### config.mk
export PLATFORM = sky130hd
export DESIGN_NAME = frame_dump_uart_flat
export DESIGN_NICKNAME = d
export VERILOG_FILES = /design/src/rtl/frame_dump_uart_if.sv /design/src/rtl/frame_dump_uart.sv /design/src/flat_wrapper.sv
export SDC_FILE = /design/constraint.sdc
export NUM_CORES = 1
export LEC_CHECK = 0
export ABC_CLOCK_PERIOD_IN_PS = 2500
export CAP_MARGIN = 15
export CORE_UTILIZATION = 45
export CTS_CLUSTER_DIAMETER = 150
export DETAILED_ROUTE_END_ITERATION = 7
export GPL_TIMING_DRIVEN = 0
export PLACE_DENSITY_LB_ADDON = 0.2
export SLEW_MARGIN = 0
export SYNTH_ARGS = -nofsm -noshare
export SYNTH_HDL_FRONTEND = slang
export SYNTH_SLANG_ARGS = --single-unit
### constraint.sdc
create_clock -name clk -period 2.5 [get_ports clk]
set_input_delay 0.625 -clock clk [delete_from_list [all_inputs] [get_ports clk]]
set_output_delay 0.625 -clock clk [all_outputs]
set_load 0.05 [all_outputs]
### src/rtl/frame_dump_uart_if.sv
`default_nettype none
// ============================================================================
// Module   : frame_dump_uart_if
// Brief    : Shared frame-buffer read port between the dump engine (master)
//            and the RAM / display arbitration side (slave).
// Revision : 1.0 - initial release
// ============================================================================
interface frame_dump_uart_if;
  logic        ram_req;    // dump engine wants the RAM port this cycle
  logic [14:0] ram_addr;   // pixel address, row-major
  logic [11:0] ram_rd;     // read data {R,G,B}, one cycle after the grant
  logic        screen_on;  // display scan-out owns the port when high

  modport master (output ram_req, ram_addr, input ram_rd, screen_on);
  modport slave  (input ram_req, ram_addr, output ram_rd, screen_on);
endinterface
`default_nettype wire

### src/rtl/frame_dump_uart.sv
`default_nettype none
// ============================================================================
// Module   : frame_dump_uart
// Brief    : Streams the frame buffer over UART 8N1: header A5 5A, then two
//            bytes per pixel ({4'h0,R} and {G,B}). Reads only while the
//            display is blanked.
// Revision : 1.0 - initial release
// ============================================================================
module frame_dump_uart #(
  parameter int CLK_HZ = 100_000_000,
  parameter int BAUD   = 115200,
  parameter int WIDTH  = 160,
  parameter int HEIGHT = 120
) (
  input  wire logic          clk,
  input  wire logic          reset,
  input  wire logic          start,
  frame_dump_uart_if.master  ram,
  output logic               tx,
  output logic               busy,
  output logic               done
);

  localparam int CLKS_PER_BIT = CLK_HZ / BAUD;
  localparam int CNT_W        = (CLKS_PER_BIT > 1) ? $clog2(CLKS_PER_BIT) : 1;
  localparam int N            = WIDTH * HEIGHT;
  localparam logic [14:0]      LAST_PIX = 15'(N - 1);
  localparam logic [CNT_W-1:0] LAST_CNT = CNT_W'(CLKS_PER_BIT - 1);

  localparam logic [2:0] IDLE    = 3'd0;
  localparam logic [2:0] HDR0    = 3'd1;
  localparam logic [2:0] HDR1    = 3'd2;
  localparam logic [2:0] FETCH   = 3'd3;
  localparam logic [2:0] S_WAIT  = 3'd4;
  localparam logic [2:0] SEND_HI = 3'd5;
  localparam logic [2:0] SEND_LO = 3'd6;
  localparam logic [2:0] FIN     = 3'd7;

  logic [2:0]       state;
  logic [14:0]      pix;
  logic [7:0]       pix_lo;

  // serializer: bit_idx 0 = start, 1..8 = data LSB first, 9 = stop
  logic             ser_active;
  logic [3:0]       bit_idx;
  logic [CNT_W-1:0] baud_cnt;
  logic [7:0]       shreg;

  logic             ser_last;
  logic             load_en;
  logic [7:0]       load_byte;

  assign ser_last     = ser_active && (bit_idx == 4'd9) && (baud_cnt == LAST_CNT);
  assign ram.ram_req  = (state == FETCH);
  assign ram.ram_addr = pix;

  // Next byte to hand to the serializer; loading on ser_last keeps bytes gapless
  always_comb begin
    load_en   = 1'b0;
    load_byte = 8'h00;
    case (state)
      IDLE:    if (start)    begin load_en = 1'b1; load_byte = 8'hA5; end
      HDR0:    if (ser_last) begin load_en = 1'b1; load_byte = 8'h5A; end
      S_WAIT:  begin load_en = 1'b1; load_byte = {4'h0, ram.ram_rd[11:8]}; end
      SEND_HI: if (ser_last) begin load_en = 1'b1; load_byte = pix_lo; end
      default: ;
    endcase
  end

  // UART byte serializer; a new load always restarts at the start bit
  always_ff @(posedge clk or posedge reset) begin
    if (reset) begin
      tx         <= 1'b1;
      ser_active <= 1'b0;
      bit_idx    <= 4'd0;
      baud_cnt   <= '0;
      shreg      <= 8'h00;
    end else if (load_en) begin
      tx         <= 1'b0;
      ser_active <= 1'b1;
      bit_idx    <= 4'd0;
      baud_cnt   <= '0;
      shreg      <= load_byte;
    end else if (ser_active) begin
      if (baud_cnt == LAST_CNT) begin
        baud_cnt <= '0;
        if (bit_idx == 4'd9) begin
          ser_active <= 1'b0;
          tx         <= 1'b1;
        end else begin
          bit_idx <= bit_idx + 4'd1;
          tx      <= (bit_idx == 4'd8) ? 1'b1 : shreg[bit_idx[2:0]];
        end
      end else begin
        baud_cnt <= baud_cnt + CNT_W'(1);
      end
    end
  end

  // Main sequencing: header, then fetch / hi / lo per pixel, then done pulse
  always_ff @(posedge clk or posedge reset) begin
    if (reset) begin
      state  <= IDLE;
      pix    <= 15'd0;
      pix_lo <= 8'h00;
      busy   <= 1'b0;
      done   <= 1'b0;
    end else begin
      done <= 1'b0;
      case (state)
        IDLE: if (start) begin
          state <= HDR0;
          busy  <= 1'b1;
          pix   <= 15'd0;
        end
        HDR0:    if (ser_last) state <= HDR1;
        HDR1:    if (ser_last) state <= FETCH;
        FETCH:   if (!ram.screen_on) state <= S_WAIT;
        S_WAIT: begin
          pix_lo <= ram.ram_rd[7:0];
          state  <= SEND_HI;
        end
        SEND_HI: if (ser_last) state <= SEND_LO;
        SEND_LO: if (ser_last) begin
          if (pix == LAST_PIX) begin
            state <= FIN;
            done  <= 1'b1;
            busy  <= 1'b0;
          end else begin
            pix   <= pix + 15'd1;
            state <= FETCH;
          end
        end
        FIN: begin
          pix   <= 15'd0;
          state <= IDLE;
        end
        default: state <= IDLE;
      endcase
    end
  end

endmodule
`default_nettype wire

### src/flat_wrapper.sv
// flat-port wrapper written by rule: the top's interface ports become plain ports
module frame_dump_uart_flat 
#(
  parameter int CLK_HZ = 100_000_000,
  parameter int BAUD   = 115200,
  parameter int WIDTH  = 160,
  parameter int HEIGHT = 120
)
  (clk, reset, start, tx, busy, done, ram_ram_req, ram_ram_addr, ram_ram_rd, ram_screen_on);
  frame_dump_uart_if ram_i ();
  input  wire logic clk;
  input  wire logic reset;
  input  wire logic start;
  output logic tx;
  output logic busy;
  output logic done;
  output wire logic [$bits(ram_i.ram_req)-1:0] ram_ram_req;
  output wire logic [$bits(ram_i.ram_addr)-1:0] ram_ram_addr;
  input wire logic [$bits(ram_i.ram_rd)-1:0] ram_ram_rd;
  input wire logic [$bits(ram_i.screen_on)-1:0] ram_screen_on;
  assign ram_ram_req = ram_i.ram_req;
  assign ram_ram_addr = ram_i.ram_addr;
  assign ram_i.ram_rd = ram_ram_rd;
  assign ram_i.screen_on = ram_screen_on;
  frame_dump_uart #(.CLK_HZ(CLK_HZ), .BAUD(BAUD), .WIDTH(WIDTH), .HEIGHT(HEIGHT)) u_core (.clk(clk), .reset(reset), .start(start), .ram(ram_i), .tx(tx), .busy(busy), .done(done));
endmodule
==> Word level (Yosys, flattened, before mapping) <==
Index checks and enable logic that the tools add are counted.
{ "word_totals": {"word_cells": 91, "ramBits": 0, "input_bits": 16, "ff_bits": 52, "romBits": 0, "latch_bits": 0, "mem_count": 0, "output_inout_bits": 19} }
{ "classes": {"bitwise": 0, "eq_ne": 20, "div": 0, "order_cmp": 1, "n_shift": 0, "muxes": 44, "n_reduce_logical": 13, "n_mul": 0, "n_addsub": 3} }
{ "ops": {"columns": ["operator", "count"], "rows": [
  ["$mux 15", 3],
  ["$pmux 15 s3", 1],
  ["$pmux 8 s4", 1],
  ["$mux 10", 3],
  ["$pmux 3 s8", 1],
  ["$mux 3", 7],
  ["$mux 1", 18],
  ["$mux 4", 4],
  ["$mux 8", 2],
  ["$add 15x1->15 const B", 1],
  ["$eq 15x15->1 const B", 1],
  ["$eq 3x3->1 const B", 4],
  ["$ne 2x1->1 const B", 6],
  ["$add 10x1->10 const B", 1],
  ["$eq 10x10->1 const B", 1],
  ["$eq 4x4->1 const B", 2],
  ["$reduce_and 4->1", 2],
  ["$mux 7", 1],
  ["$eq 3x2->1 const B", 2],
  ["$ne 2x2->1 const B", 3],
  ["$reduce_and 6->1", 1],
  ["$reduce_bool 2->1", 3],
  ["$add 4x1->4 const B", 1],
  ["$lt 3x4->1 const B", 1],
  ["10 further kinds", 11]
]} }

==> Longest topological paths before layout <==
Gate-level depths: netlist (run 1).
{ "depth": {"word_depth": 7, "mapped_depth": 8, "depth_no_buf": 7} }

==> Least setup slack after synthesis (run 1) <==
No wires, ideal clock.
{ "synth_path": {"kind": "reg-to-reg", "from": "register u_core.pix[0] (netlist: u_core.ram.ram_addr[0])", "to": "register u_core.pix[7] (netlist: u_core.ram.ram_addr[7])", "t_required_ns": 2.422, "setup_time_ns": 0.078, "slack_ns": 0.120, "arrival_time_ns": 2.302, "stages_incl_launch_ff": 8, "period_less_slack_ns": 2.380, "cell_sequence": "dfrtp_1 -> ha_1 -> and4_1 -> and3_1 -> and3_1 -> clkbuf_1 -> or4_1 -> a21oi_1"} }
{ "synth_between": {"elab_chain_cells": 4} }
{ "synth_lines": {"columns": ["element", "line", "source"], "rows": [
  ["start, declared", "frame_dump_uart.sv:40", "logic [14:0] pix;"],
  ["start signal, assigned", "frame_dump_uart.sv:130", "pix <= pix + 15'd1;"],
  ["$add 15x1->15", "frame_dump_uart.sv:130", null],
  ["$mux 15", "frame_dump_uart.sv:125", "if (pix == LAST_PIX) begin"],
  ["$mux 15", "frame_dump_uart.sv:124", "SEND_LO: if (ser_last) begin"],
  ["$pmux 15 s3", "frame_dump_uart.sv:110", "case (state)"]
]} }
Several ways; a longest one is shown, not always the timed one. The select of a mux whose other input is x is not followed.
A chain may end at the register's enable or synchronous reset.

==> Worst setup path after layout (run 1) <==
{ "layout_path": {"from": "input start", "to": "register u_core.pix[11] (netlist: u_core.ram.ram_addr[11])"} }
{ "layout_between": {"elab_chain_cells": 2} }
{ "layout_lines": {"columns": ["element", "line", "source"], "rows": [
  ["start, declared", "flat_wrapper.sv:13", "input wire logic start;"],
  ["$ne 2x2->1 (no line)", null, null],
  ["$reduce_and 4->1 (no line)", null, null]
]} }
Every way passes these cells.

==> results of run 1 <==
flip-flops by register name, summed over array words and instances, names as in the netlist:
| register | cells |
|---|---|
| u_core.baud_cnt | 10 |
| u_core.bit_idx | 4 |
| u_core.busy | 1 |
| u_core.done | 1 |
| u_core.pix_lo | 8 |
| u_core.ram.ram_addr | 15 |
| u_core.ser_active | 1 |
| u_core.shreg | 8 |
| u_core.state | 3 |
| u_core.tx | 1 |
layout make-up:
cell class | count | area, µm²
tap | 75 | 93.84
inverter | 11 | 41.29
multi-input combinational | 218 | 1428
timing repair buffer | 37 | 370.4
sequential | 52 | 1305
clock inverter | 1 | 5.005
fill | 548 | 2592
clock buffer | 7 | 76.32
buffer | 16 | 78.83
power breakdown:
| part | internal [mW] | switching, mW |
|---|---|---|
| logic | 0.402 | 0.468 |
| registers | 1.09 | 0.193 |
| clock network | 0.197 | 0.275 |
repair_timing:
item / CTS / global route
hold endpoints to repair: 0 / 0
setup buffers: 0 / 2
pin swaps: 1 / 1
resized for setup: 3 / 10
endpoints found under the setup margin: 12 / 14
kinds of logic (layout without fill, tap and decap cells):
logic type | after synthesis | after routing | synth area share
flip-flops | 52 | 52 | 0.4616
adder cells (fa/ha/maj) | 5 | 5 | 0.02217
multiplexers | 14 | 14 | 0.06297
AO/OA/AOI/OAI | 74 | 74 | 0.1694
AND/OR/NAND/NOR | 121 | 121 | 0.2293
buffers and inverters | 27 | 72 | 0.04213
XOR/XNOR | 4 | 4 | 0.01242
worst min-delay path, stage by stage, from the launching register on:
cell and delay [ns]:
dfstp_2 0.38, nand2_1 0.05, a21oi_1 0.05
synth_stat cells (5+ instances only):
library cell	count
a21oi_1	24
and3_1	6
clkbuf_1	12
dfrtp_1	51
ha_1	5
inv_1	11
mux2_2	10
nand2_1	33
nand3_1	16
nand4_1	5
nor2_1	23
nor3_1	8
o21ai_0	14
o31ai_1	9
or3_1	5
or4_1	7
per-stage QoR:
| stage | area (µm²) | setup slack (ns) | TNS [ns] |
|---|---|---|---|
| floorplan | 2821 | 0.1197 | 0 |
| global placement | 3256 | -0.4577 | -28.39 |
| detailed placement | 3276 | -0.4283 | -5.051 |
| CTS | 3371 | 0.01291 | 0 |
| global route | 3398 | -0.01410 | -0.02483 |
| finish | 3398 | 0.08611 | 0 |
per-layer routing:
layer | up-vias | global-route usage
met3 | 5 | 0.03820
met2 | 48 | 0.3387
met5 | - | 0
met1 | 1184 | 0.3053
li1 | 1184 | -
met4 | 0 | 0.05714
path summary, 6_finish.rpt:
| kind | startpoint | to | slack, ns | cells past startpoint |
|---|---|---|---|---|
| setup / recovery | start | u_core.ram.ram_addr[11] | 0.09 | 7 |
| hold / removal | u_core.tx | u_core.tx | 0.48 | 2 |
| setup reg to reg | u_core.baud_cnt[0] | u_core.ram.ram_addr[11] | 0.12 | 7 |
| hold reg to reg | u_core.tx | u_core.tx | 0.48 | 2 |
| max in group asynchronous | reset | u_core.tx | 1.32 | 3 |
| min in group asynchronous | reset | u_core.ram.ram_addr[5] | 0.60 | 2 |
==> flow_summary.toml, run 1 <==
[status]
outcome = "complete, no violations"

[worst_setup_path]
critPathMaxFanout = 10
cp_cell_sequence = "clkdlybuf4s50_1 > nor4b_4 > a31o_2 > o21ai_2 > buf_6 > or4_1 > a21oi_1"
cp-start-kind = "input pin"
required_ns = 2.73
cp_slowest_cell = "clkdlybuf4s50_1"
critPathArrivalTime_ns = 2.65
path_delay_family = "simple AND/OR/NAND/NOR gates"
worst-path-buf-inv = 2
crit_type = "in -> reg"
critPathMaxStageDelay_ns = 0.60
end_kind = "flip-flop"

[synthesis]
syn_avg_cell_area_um2 = 9.500
synth-seq-cells = 52
synthCells = 297
synth_cell_type_count = 52
synth_warnings = 0
synth_fp_nets = 318
netlist_area_mm2 = 0.002821
synthFlopType = "dfrtp_1"
ys_seq_area_frac = 0.4616
synth_edf_count = 0
synth_async_sr_flop_share = 1.000
yosysTopAreaCell = "dfrtp_1"
synth_area_leaders = "dfrtp_1 45%, nand2_1 4.4%, a21oi_1 4.3%, mux2_2 4.0%, nor2_1 3.1%"
synth.top_cell.area_share = 0.4523

[grt]
grt_usage = 0.2155
grt_antenna_before_repair = 0
grt_first_pass_wirelength_um = 10960
grt_max_degree = 38
overflow = 0
grt_pass1_vias = 2295

[floorplanning]
core_mm2 = 0.005991
ios = 35
initial_core_util = 0.4710
dieArea_mm2 = 0.006590
die_h_um = 81.18
rows = 28
die_w_um = 81.18

[clock_network]
cts_buffer_depth = 2
numClockSinks = 52
root_buffer = "clkbuf_8"
clk_pin_slew_ns = 0.09
cts_tree = "built"
postCtsHoldBufs = 0
clk_latency_ns = 0.30
cts_max_level = 2
numCtsBuffers = 5

[routing]
met3_length_um = 207
drt_pass1_iterations = 4
wl_met2_um = 2931
wl_per_cell_um = 15.11
wl_met1_um = 3100
vias_per_cell = 5.806
drc = 0
ant_nets = 0
top_layer_used = "met4"
routed_wl_um = 6302
vias = 2421
drtIter0Drc = 184

[final_layout]
final_net_count = 362
final-instance-count-excl-fill = 417
drive_above_1_share = 0.1257
antenna_cells = 0
final_cell_mix = "49 x dfrtp_1, 33 x nand2_1, 33 x clkdlybuf4s50_1, 24 x a21oi_1, 23 x nor2_1"
area_growth_pct = 20.44
final_util = 0.5673
final_common_cell = "dfrtp_1"

[timing]
hold_ws_ns = 0.4753
hold_viol = 0
skew_ns = 0.003847
fin_crit_sh = 0.9656
slew_headroom = 0.4768
max_freq_mhz = 414.3
worstMarginPinSlew_ns = 0.7766
setup_viol = 0
maxSlewViolCount = 0
period_needed_ns = 2.414

[pwr]
peakVddDrop_mv = 0.4412
power_density_mw_per_mm2 = 773.7
total_power_mw = 2.629
leakagePower_nw = 1.441

[placement]
dp_cells = 407
place_congestion = 0.8490
hpwl_um = 4513
io_buffers = 34

[job]
cap_violations = 0

[min_path]
hold_class = "reg -> reg"
No activity file was read; power rests on OpenSTA's default activity.
==> run 2, diff against run 1 <==
--- a/config.mk
+++ b/config.mk
@@ -7,7 +7,7 @@
 export LEC_CHECK = 0
 export ABC_CLOCK_PERIOD_IN_PS = 2500
 export CAP_MARGIN = 15
-export CORE_UTILIZATION = 45
+export CORE_UTILIZATION = 55
 export CTS_CLUSTER_DIAMETER = 150
 export DETAILED_ROUTE_END_ITERATION = 7
 export GPL_TIMING_DRIVEN = 0
==> run 2 against run 1 <==
Sequential share of layout area decreased by 0.46 points. Global-route usage rose by 4.6 points. Register-to-register slack better by 0.02 ns. Via count up 3.3%. Fmax increased by 0.72%. First-iteration DRC count fell by 0.54%. Sequential power barely moved. Wire length grew 2.2%. Cell count fell by 0.96%. Critical path depth is the same. Utilization is 15 points higher. Highest routed layer unchanged.
==> flow_summary.toml, run 2 (synthesized netlist as in run 1, its figures left out) <==
[timing]
skew_ns = 0.006896
worstMarginPinSlew_ns = 0.7388
fin_crit_sh = 0.9587
setup_viol = 0
slew_headroom = 0.5022
max_freq_mhz = 417.2
maxSlewViolCount = 0
totalNegativeSetupSlack_ns = 0
period_needed_ns = 2.397
worst_slack_ns = 0.1033
hold_viol = 0

[placement]
dp_cells = 399
place_congestion = 0.8568
pre_cts_ws_ns = -0.4849
hpwl_um = 4509
io_buffers = 34

[routing]
routed_wl_um = 6443
met3_length_um = 219
wl_per_cell_um = 15.60
drtIter0Drc = 183
top_layer_used = "met4"
drt_pass1_iterations = 5
wl_met1_um = 3048
drc = 0
vias = 2501
ant_nets = 0
wl_met2_um = 3084
vias_per_cell = 6.056

[grt]
grt_usage = 0.2620
grt_pass1_vias = 2265
grt_first_pass_wirelength_um = 10720
overflow = 0
grt_max_degree = 44
grt_antenna_before_repair = 0

[clock_network]
postCtsHoldBufs = 0
numCtsBuffers = 5
root_buffer = "clkbuf_8"
clk_latency_ns = 0.31
cts_tree = "built"
numClockSinks = 52
cts_max_level = 2
cts_buffer_depth = 2
clk_pin_slew_ns = 0.09

[final_layout]
largest_reg_flops = 15
drive_above_1_share = 0.1416
antenna_cells = 0
final_cell_mix = "49 x dfrtp_1, 33 x nand2_1, 33 x clkdlybuf4s50_1, 24 x a21oi_1, 23 x nor2_1"
final_common_cell = "dfrtp_1"
final-instance-count-excl-fill = 413
final_net_count = 366
area_growth_pct = 21.91

[job]
cap_violations = 0

[pwr]
leakagePower_nw = 1.471
peakVddDrop_mv = 0.5504
power_density_mw_per_mm2 = 794.9
total_power_mw = 2.734

[floorplanning]
die_w_um = 73.63
rows = 25
ios = 35
core_mm2 = 0.004817
initial_core_util = 0.5857
die_h_um = 73.63
dieArea_mm2 = 0.005421

[worst_setup_path]
cp-start-kind = "input pin"
critPathMaxStageDelay_ns = 0.62
critPathArrivalTime_ns = 2.63
end_kind = "flip-flop"
critPathMaxFanout = 10
required_ns = 2.73
crit_type = "in -> reg"
cp_cell_sequence = "clkdlybuf4s50_1 > nor4b_4 > a31o_2 > o21ai_2 > buf_6 > or4_1 > a21oi_1"
cp_slowest_cell = "clkdlybuf4s50_1"

[min_path]
hold_class = "reg -> reg"

[status]
outcome = "complete, no violations"
==> run 2: cell types whose count changed in the layout (fill, tap and decap cells not counted) <==
cell,delta
ha_2,-1
ha_4,+1
clkbuf_8,+1
buf_4,+4
clkbuf_1,-2
clkinv_2,+1
==> run 2: worst max-delay path: cells and delay by family <==
family	cells	cell delay, ns
and+or+nand+nor	2	0.75
buffers and inverters	2	0.77
AOI/OAI and AO/OA	3	0.49
==> run 2: power breakdown <==
part           internal, mW  total (mW)  switching, mW
clock network         0.222       0.497          0.276
logic                 0.447       0.941          0.494
registers              1.09        1.30          0.203
total                  1.76        2.73          0.973
==> run 2: per-stage QoR <==
step	cell area [µm²]	hold WS (ns)	util
global route	3440	0.4865	0.7140
detailed placement	3266	0.4653	0.6779
floorplan	2821	0.4553	-
global placement	3246	0.4560	0.6738
CTS	3372	0.4803	0.7000
finish	3440	0.4772	0.7140
==> run 2: path summary, 6_finish.rpt <==
kind	cells after the start	startpoint	end	slack (ns)
worst min-delay path	2	u_core.tx	u_core.tx	0.48
worst max-delay path	7	start	u_core.ram.ram_addr[11]	0.10
worst min register to register	2	u_core.tx	u_core.tx	0.48
min in group asynchronous	2	reset	u_core.ram.ram_addr[4]	0.56
max in group asynchronous	3	reset	u_core.tx	1.39
worst max register to register	7	u_core.baud_cnt[1]	u_core.ram.ram_addr[11]	0.14
==> run 2: per-layer routing <==
layer,vias up,track usage
met5,-,0
met2,63,0.4067
met3,8,0.04115
li1,1192,-
met4,0,0.09188
met1,1238,0.3742
==> run 2: final cells by class <==
type | instances | area, µm²
clock buffers | 6 | 82.58
plain buffers | 16 | 78.83
flip-flops and latches | 52 | 1305
repair buffers | 41 | 400.4
inverters | 11 | 41.29
fillers | 398 | 1378
well taps | 67 | 83.83
multi-input cells | 218 | 1438
clock inverters | 2 | 10.01
==> run 2: timing repair <==
action / CTS / global route
pin swaps: 1 / 2
gates resized for setup: 3 / 11
buffers inserted: 0 / 6
endpoints found under the hold margin: 0 / 0
endpoints found under the setup margin: 17 / 17
==> run 3, diff against run 2 <==
--- a/config.mk
+++ b/config.mk
@@ -11,6 +11,7 @@
 export CTS_CLUSTER_DIAMETER = 150
 export DETAILED_ROUTE_END_ITERATION = 7
 export GPL_TIMING_DRIVEN = 0
+export MAX_ROUTING_LAYER = met4
 export PLACE_DENSITY_LB_ADDON = 0.2
 export SLEW_MARGIN = 0
 export SYNTH_ARGS = -nofsm -noshare
==> run 3 against run 2 <==
Flip-flop and latch count stayed put. Hold slack worse by 0.00080 ns. Largest cell class unchanged. Count of clock-buffer cells in the layout stayed put. Design area shrank 0.62%. First-iteration DRC count fell by 1.6%. Wire length down 0.16%. Non-clock buffer count decreased by 2. Clock power barely moved.
==> flow_summary.toml, run 3 (synthesized netlist as in run 1, its figures left out) <==
[final_layout]
area_growth_pct = 21.15
final_util = 0.7096
drive_above_1_share = 0.1395
fillerInstances = 400
fin_area_mm2 = 0.003418
final_common_cell = "dfrtp_1"
largest_reg_flops = 15
antenna_cells = 0
final-instance-count-excl-fill = 411
final_cell_mix = "49 x dfrtp_1, 33 x nand2_1, 33 x clkdlybuf4s50_1, 23 x nor2_1, 23 x a21oi_1"
final_net_count = 364

[timing]
hold_viol = 0
period_needed_ns = 2.406
max_freq_mhz = 415.6
skew_ns = 0.007962
hold_ws_ns = 0.4764
fin_crit_sh = 0.9624
maxSlewViolCount = 0
worst_slack_ns = 0.09392
grt_setup_unrepaired = "true"
totalNegativeSetupSlack_ns = 0
slew_headroom = 0.4934
worstMarginPinSlew_ns = 0.7520
setup_viol = 0

[placement]
place_congestion = 0.8705
placed_area_mm2 = 0.003266
dp_cells = 399
hpwl_um = 4509
pre_cts_ws_ns = -0.4849
io_buffers = 34

[pwr]
power_density_mw_per_mm2 = 786.9
comb_power_share = 0.336
p_sw_uw = 960.3
pwr-share-clk = 0.186
total_power_mw = 2.690
leakagePower_nw = 1.459
peakVddDrop_mv = 0.5500
p_seq_frac = 0.479
p_sw_frac = 0.3570
internal_power_mw = 1.730

[grt]
grt_antenna_before_repair = 0
grt_pass1_vias = 2259
overflow = 0
grt_usage = 0.2699
grt_first_pass_wirelength_um = 10740
grt_max_degree = 44

[worst_setup_path]
regToRegSetupSlack_ns = 0.09
worst-path-buf-inv = 1
cp-start-kind = "flip-flop"
path_delay_family = "simple AND/OR/NAND/NOR gates"
rr_worst_depth = 7
r2r-start = "u_core.baud_cnt[0]"
critPathCapture = "u_core.ram.ram_addr[11]"
required_ns = 2.74
crit_type = "reg -> reg"
cp-startpoint = "u_core.baud_cnt[0]"
end_kind = "flip-flop"
critPathMaxStageDelay_ns = 0.46
critPathMaxFanout = 10
cp_slowest_cell = "or4_1"
cp.depth = 7
critPathArrivalTime_ns = 2.64
r2r-end = "u_core.ram.ram_addr[11]"
cp_cell_sequence = "ha_2 > or3b_4 > nor4_4 > o21ai_2 > buf_6 > or4_1 > a21oi_1"

[floorplanning]
die_h_um = 73.63
ios = 35
dieArea_mm2 = 0.005421
core_mm2 = 0.004817
rows = 25
initial_core_util = 0.5857
die_w_um = 73.63

[routing]
routed_wl_um = 6433
ant_nets = 0
drt_pass1_iterations = 5
drc = 0
vias_per_cell = 6.163
drtIter0Drc = 180
vias = 2533
wl_per_cell_um = 15.65

[clock_network]
numClockSinks = 52
cts_max_level = 2
numCtsBuffers = 5
clk_pin_slew_ns = 0.09
cts_buffer_depth = 2
cts_tree = "built"
clk_latency_ns = 0.31
root_buffer = "clkbuf_8"

[min_path]
hold_class = "reg -> reg"

[job]
cap_violations = 0

[status]
outcome = "complete, no violations"
-- run 3: worst min-delay path by stage --
stage                     slack, ns         endpoint        startpoint  cells after the start
after detailed placement       0.47        u_core.tx         u_core.tx                      2
after global placement         0.46        u_core.tx         u_core.tx                      2
final                          0.48        u_core.tx         u_core.tx                      2
after global routing           0.49        u_core.tx         u_core.tx                      2
after floorplan                0.46  u_core.shreg[4]  u_core.pix_lo[4]                      2
after CTS                      0.48        u_core.tx         u_core.tx                      2
-- run 3: final cells by class --
| class | instances | area, µm² | area share |
|---|---|---|---|
| buffer | 16 | 78.83 | 0.02306 |
| clock buffer | 6 | 82.58 | 0.02416 |
| clock inverter | 2 | 10.01 | 0.002928 |
| inverter | 11 | 41.29 | 0.01208 |
| multi-input combinational | 218 | 1431 | 0.4187 |
| sequential | 52 | 1305 | 0.3818 |
| tap | 67 | 83.83 | 0.02452 |
| timing repair buffer | 39 | 385.4 | 0.1127 |
-- run 3: power groups by stage --
| stage | logic (mW) | registers [mW] | clock network (mW) |
|---|---|---|---|
| final | 0.903 | 1.29 | 0.499 |
| after global routing | 1.01 | 1.32 | 0.546 |
| after CTS | 0.846 | 1.29 | 0.514 |
| after detailed placement | 0.837 | 1.31 | 0 |
| after global placement | 0.800 | 1.30 | 0 |
| after floorplan | 0.533 | 1.36 | 0 |
-- run 3: layer usage --
layer / track usage / up-vias / wire, µm
met3: 0.04115 / 7 / 329
met5: - / - / 0
met1: 0.3751 / 1254 / 2942
met4: 0.09188 / 0 / 90
met2: 0.4057 / 85 / 3070
li1: - / 1187 / -
-- run 3: tightest hold or removal path, cell delays in order, from the launching register on --
cell and delay, ns:
dfstp_2 0.38, nand2_1 0.05, a21oi_1 0.05
-- run 3: what timing repair did --
item	4_1_cts	5_1_grt
resized for setup	3	10
hold buffers	0	0
pin swaps	1	2
setup buffers	0	4
endpoints found under the hold margin	0	0
setup endpoints to repair	17	17
